<file path="src/rtl/alu_cmd_pkg.sv">
// Shared opcodes, FSM encoding and constants for the ALU command-issue stage.
package alu_cmd_pkg;

    localparam logic [3:0] OP_ADD  = 4'd0;
    localparam logic [3:0] OP_SUB  = 4'd1;
    localparam logic [3:0] OP_MUL  = 4'd2;
    localparam logic [3:0] OP_DIV  = 4'd3;
    localparam logic [3:0] OP_MOD  = 4'd4;
    localparam logic [3:0] OP_LAND = 4'd5;
    localparam logic [3:0] OP_LOR  = 4'd6;
    localparam logic [3:0] OP_XOR  = 4'd7;
    localparam logic [3:0] OP_XNOR = 4'd8;
    localparam logic [3:0] OP_NAND = 4'd9;
    localparam logic [3:0] OP_NOR  = 4'd10;
    localparam logic [3:0] OP_NOTA = 4'd11;
    localparam logic [3:0] OP_NOTB = 4'd12;
    localparam logic [3:0] OP_SHL  = 4'd13;
    localparam logic [3:0] OP_LT   = 4'd14;
    localparam logic [3:0] OP_GT   = 4'd15;

    typedef enum logic [1:0] {
        IDLE  = 2'd0,
        EXEC  = 2'd1,
        STALL = 2'd2
    } state_t;

    // Result substituted when the ALU is asked to divide or take modulo by zero.
    localparam logic [7:0] DZ_FILL = 8'hFF;

    function automatic logic is_divmod(input logic [3:0] op);
        return (op == OP_DIV) || (op == OP_MOD);
    endfunction

endpackage

</file>
<file path="src/rtl/alu_cmd_fifo.sv">
// Synchronous command FIFO; push is ignored when full, pop ignored when empty.
module alu_cmd_fifo #(
    parameter int DEPTH = 4,
    parameter int W     = 12
) (
    input  logic                   clk,
    input  logic                   rst,
    input  logic                   push,
    input  logic [W-1:0]           wdata,
    input  logic                   pop,
    output logic [W-1:0]           rdata,
    output logic                   full,
    output logic                   empty,
    output logic [$clog2(DEPTH):0] fill
);
    localparam int AW = $clog2(DEPTH);
    localparam int FW = AW + 1;

    logic [DEPTH-1:0][W-1:0] mem;
    logic [AW-1:0]           wr_ptr, rd_ptr;
    logic                    do_push, do_pop;

    assign full    = (fill == FW'(DEPTH));
    assign empty   = (fill == '0);
    assign do_push = push && !full;
    assign do_pop  = pop && !empty;
    assign rdata   = mem[rd_ptr];

    // Pointers are exactly AW bits wide, so wrap modulo DEPTH comes for free.
    always_ff @(posedge clk) begin
        if (rst) begin
            wr_ptr <= '0;
            rd_ptr <= '0;
            fill   <= '0;
        end else begin
            if (do_push) wr_ptr <= wr_ptr + 1'b1;
            if (do_pop)  rd_ptr <= rd_ptr + 1'b1;
            case ({do_push, do_pop})
                2'b10:   fill <= fill + 1'b1;
                2'b01:   fill <= fill - 1'b1;
                default: fill <= fill;
            endcase
        end
    end

    always_ff @(posedge clk) begin
        if (do_push) mem[wr_ptr] <= wdata;
    end

endmodule

</file>
<file path="src/rtl/alu_cmd_issue.sv">
// Command-issue stage: FIFO -> issue register (drives ALU) -> result register with valid/ready.
module alu_cmd_issue
    import alu_cmd_pkg::*;
#(
    parameter int DEPTH = 4,
    parameter int DW    = 4,
    parameter int OW    = 8
) (
    input  logic                   clk,
    input  logic                   rst,
    input  logic                   cmd_valid,
    output logic                   cmd_ready,
    input  logic [3:0]             cmd_op,
    input  logic [DW-1:0]          cmd_a,
    input  logic [DW-1:0]          cmd_b,
    output logic                   alu_en,
    output logic [3:0]             alu_op,
    output logic [DW-1:0]          alu_a,
    output logic [DW-1:0]          alu_b,
    input  logic [OW-1:0]          alu_out,
    output logic                   res_valid,
    input  logic                   res_ready,
    output logic [OW-1:0]          res_data,
    output logic [3:0]             res_op,
    output logic                   res_dz,
    output logic [$clog2(DEPTH):0] fill
);
    localparam int CW = 4 + 2 * DW;

    state_t        state, state_n;
    logic          pop, capture, slot_free, dz;
    logic          fifo_full, fifo_empty;
    logic [CW-1:0] head;

    alu_cmd_fifo #(.DEPTH(DEPTH), .W(CW)) u_fifo (
        .clk   (clk),
        .rst   (rst),
        .push  (cmd_valid && cmd_ready),
        .wdata ({cmd_op, cmd_a, cmd_b}),
        .pop   (pop),
        .rdata (head),
        .full  (fifo_full),
        .empty (fifo_empty),
        .fill  (fill)
    );

    // Full is a pure function of fill, so a same-cycle pop never frees a slot.
    assign cmd_ready = !fifo_full;
    assign slot_free = !res_valid || res_ready;
    assign dz        = is_divmod(alu_op) && (alu_b == '0);

    always_ff @(posedge clk) begin
        if (rst) state <= IDLE;
        else     state <= state_n;
    end

    always_comb begin
        state_n = state;
        pop     = 1'b0;
        capture = 1'b0;
        alu_en  = 1'b0;
        case (state)
            IDLE: begin
                if (!fifo_empty) begin
                    pop     = 1'b1;
                    state_n = EXEC;
                end
            end
            EXEC, STALL: begin
                alu_en = 1'b1;
                if (slot_free) begin
                    capture = 1'b1;
                    pop     = !fifo_empty;
                    state_n = fifo_empty ? IDLE : EXEC;
                end else begin
                    state_n = STALL;
                end
            end
            default: state_n = IDLE;
        endcase
    end

    always_ff @(posedge clk) begin
        if (rst) begin
            alu_op <= '0;
            alu_a  <= '0;
            alu_b  <= '0;
        end else if (pop) begin
            {alu_op, alu_a, alu_b} <= head;
        end
    end

    always_ff @(posedge clk) begin
        if (rst) begin
            res_valid <= 1'b0;
            res_data  <= '0;
            res_op    <= '0;
            res_dz    <= 1'b0;
        end else if (capture) begin
            res_valid <= 1'b1;
            res_data  <= dz ? OW'(DZ_FILL) : alu_out;
            res_op    <= alu_op;
            res_dz    <= dz;
        end else if (res_ready) begin
            res_valid <= 1'b0;
        end
    end

endmodule

</file>
<file path="config.mk">
export PLATFORM = sky130hd
export DESIGN_NAME = alu_cmd_issue
export DESIGN_NICKNAME = d
export VERILOG_FILES = /design/src/rtl/alu_cmd_pkg.sv /design/src/rtl/alu_cmd_fifo.sv /design/src/rtl/alu_cmd_issue.sv
export SDC_FILE = /design/constraint.sdc
export NUM_CORES = 1
export LEC_CHECK = 0
export BUFFER_PORTS_ARGS = -buffer_cell sky130_fd_sc_hd__buf_2
export CAP_MARGIN = 20
export CELL_PAD_IN_SITES_DETAIL_PLACEMENT = 0
export CELL_PAD_IN_SITES_GLOBAL_PLACEMENT = 1
export CORE_MARGIN = 4
export CORE_UTILIZATION = 48
export CTS_CLUSTER_SIZE = 14
export DETAILED_ROUTE_END_ITERATION = 7
export HOLD_SLACK_MARGIN = 0.1
export PLACE_DENSITY_LB_ADDON = 0.1
export REMOVE_ABC_BUFFERS = 1
export SLEW_MARGIN = 10
export SYNTH_ARGS = -nofsm -noshare
export SYNTH_HDL_FRONTEND = slang
export SYNTH_SLANG_ARGS = --single-unit
</file>
<file path="constraint.sdc">
create_clock -name clk -period 4.64 [get_ports clk]
set_input_delay 0.464 -clock clk [delete_from_list [all_inputs] [get_ports clk]]
set_output_delay 0.464 -clock clk [all_outputs]
set_load 0.02 [all_outputs]
</file>
==> flow_summary_export.csv <==
group,metric,value,unit
route,ant_nets,0,
synthesis,ys_seq_elements,83,
synthesis,async_flop_share,0,%
timing,fmax,374,MHz
synthesis,synth_seq_area_share,66.0,%
power,powerDensity,631,nW/um2
timing,finalSetupViolCount,0,
synthesis,synth_flop_cell,"edfxtp_1",
worst_setup_path,setup.worst_path.start_class,"flip-flop",
status,status,"finished clean",
cts,cts_root_buffer,"clkbuf_8",
cts,clk_latency,350,ps
route,drt-total-wl,6200,um
worst_setup_path,critPathKind,"reg2reg",
cts,clkTransAtPathRegs,90,ps
cells_and_area,fin_area,3790,um2
cts,cts-htree-levels,3,
power,intPower,0.00151,W
cts,cts_resized,0,
synthesis,ys_types,32,
timing,hold_viol,0,
floorplan,start_util,50.2,%
cts,postCtsSetupBuffers,0,
power,combPwrFrac,33.9,%
timing,fin_tns_setup,0,ps
timing,worstMarginPinSlew,925,ps
synthesis,synth_cells,245,
global_route,grt.total_usage,16.3,%
worst_setup_path,worstPathMaxFanout,14,
route,drtPass1Iterations,4,
cts,cts_buffers,9,
timing,rsz0062_at_grt,"false",
global_route,antenna_found_initial,0,
timing,holdWs,320,ps
floorplan,die_x,90.2,um
global_route,grt_pass1_vias,2040,
synthesis,ys_warn_count,0,
global_route,grt_pass1_wl,10400,um
placement,place_hpwl,4030,um
placement,port_buffers,54,
timing,slew_viol_final,0,
timing,min_period_over_period,57.6,%
cts,ctsHoldBuffers,0,
floorplan,fp-row-count,29,
cells_and_area,finalNetCount,330,
global_route,grt_overflow,0,
synthesis,syn_avg_cell_area,13.2,um2
cells_and_area,drive_gt1_share,28.7,%
placement,dp.cells,363,
power,switching_share,37.0,%
cells_and_area,post-route-util,58.7,%
timing,clock_skew,9.96,ps
timing,maxSlewHeadroom,38.1,%
route,vias,2040,
run,drv_cap,0,
cells_and_area,antenna_cells,0,
power,seq_power_share,42.9,%
floorplan,die_h,90.2,um
cts,cts_tree,"done",
floorplan,core-area,6460,um2
route,drc,0,
worst_setup_path,endpoint_kind,"flip-flop",
floorplan,io_pins,55,
floorplan,dieArea,8140,um2
global_route,grt_start_max_net_pins,37,
synthesis,synth_edf_count,48,
cts,cts_sinks,83,
power,clockPowerShare,23.2,%
cells_and_area,area_growth,16.9,%
route,wl_per_cell,16.3,um
route,drt_iter0_markers,114,
power,leakagePower,1.43,nW
placement,finalWeightedCongestion,0.708,
power,power.switching,0.000885,W
hold_path,hp-class,"in2reg",
cells_and_area,instances_no_fill,380,
synthesis,mappedNetlistArea,3240,um2
worst_setup_path,crit_required,4920,ps
route,vias_per_cell,5.37,
worst_setup_path,crit_arrival,2950,ps
power,ir_drop,0.247,mV
cts,ctsLongestPathBuffers,2,
placement,dpl-instance-area,3560,um2
timing,min_period,2670,ps
[cell type report]
type                    count  area (um2)
clock buffers               9         124
fillers                   551        2670
inverters                   8        30.0
clock inverters             7        95.1
repair buffers             55         285
flip-flops and latches     83        2140
multi-input cells         141        1020
well taps                  77        96.3
[power groups by stage]
stage	registers [W]	logic [W]	clock network [W]
2_1_floorplan	0.00113	0.000463	0
3_3_place_gp	0.00106	0.000787	0
3_5_place_dp	0.00106	0.000786	0
4_1_cts	0.00105	0.000792	0.000566
5_1_grt	0.00105	0.000903	0.000606
6_report	0.00103	0.000810	0.000554
[Yosys cell counts (2+ instances only)]
cell type,number,share of area (%)
a21oi_1,24,3.7
and3_1,4,0.77
clkbuf_1,10,1.2
dfxtp_1,35,22
edfxtp_1,48,44
ha_1,7,2.7
inv_1,8,0.93
mux4_2,12,8.3
nand2_1,15,1.7
nand3_1,15,2.3
nor2_1,14,1.6
nor3_1,17,2.6
o21ai_0,14,2.2
or3_1,2,0.39
or3b_1,2,0.54
xnor2_1,2,0.54
[state kept, by name, indices dropped and copies added (netlist names)]
| name | flops |
|---|---|
| u_fifo.mem | 48 |
| res_data | 8 |
| alu_a | 4 |
| alu_b | 4 |
| alu_op | 4 |
| res_op | 4 |
| u_fifo.fill | 3 |
| state | 2 |
| u_fifo.rd_ptr | 2 |
| u_fifo.wr_ptr | 2 |
| res_dz | 1 |
| res_valid | 1 |
[layout by cell type, fill, tap and decap left out, types with 4 or more instances in the layout]
cell and count:
nand2_1 15, o21ai_0 14, edfxtp_1 48, buf_2 54, nor2_1 14, nor3_1 17
inv_1 8, nand3_1 15, clkbuf_8 9, ha_1 7, and3_1 4, mux4_2 12
a21oi_1 24, dfxtp_1 35
[per-stage QoR]
step	setup WS, ps	total power (W)
6_report	1970	0.00239
5_1_grt	1760	0.00256
4_1_cts	1950	0.00240
3_5_place_dp	1990	0.00185
3_3_place_gp	2090	0.00184
2_1_floorplan	2170	0.00160
[critical path, cell delays in order, from the launching register on]
cell and delay [ps]:
dfxtp_1 380, nor3_1 440, nor2_1 340, nand2_1 180, inv_1 70, ha_1 230
fa_1 380, xnor2_1 140, or3_1 310, a21oi_1 140
[metal layers]
| metal | wire (um) | global-route usage, % | part of all wire (%) |
|---|---|---|---|
| met3 | 347 | 5.34 | 5.6 |
| met4 | 49 | 4.59 | 0.79 |
| met2 | 2770 | 24.5 | 45 |
| met1 | 3040 | 22.8 | 49 |
| met5 | 0 | 0 | 0 |
[final timing paths]
kind,startpoint,end,slack (ps),cells after the start
setup / recovery,u_fifo.fill[0],u_fifo.fill[2],1970,9
setup reg to reg,u_fifo.fill[0],u_fifo.fill[2],1970,9
hold / removal,cmd_a[0],u_fifo.mem[28],320,1
hold reg to reg,res_op[3],res_op[3],450,2
[cell families (layout without fill, tap and decap cells)]
kind of cell	count (synthesis)	after routing	share of synthesized area, %
muxes	13	13	8.64
buffers and inverters	21	79	2.58
AOI/OAI and AO/OA	42	42	7.25
DFF	83	83	66.0
and+or+nand+nor	75	75	11.3
xor gates and xnor gates	3	3	0.810
adders and majority gates	8	8	3.32
(Power assumes the default switching activity.)
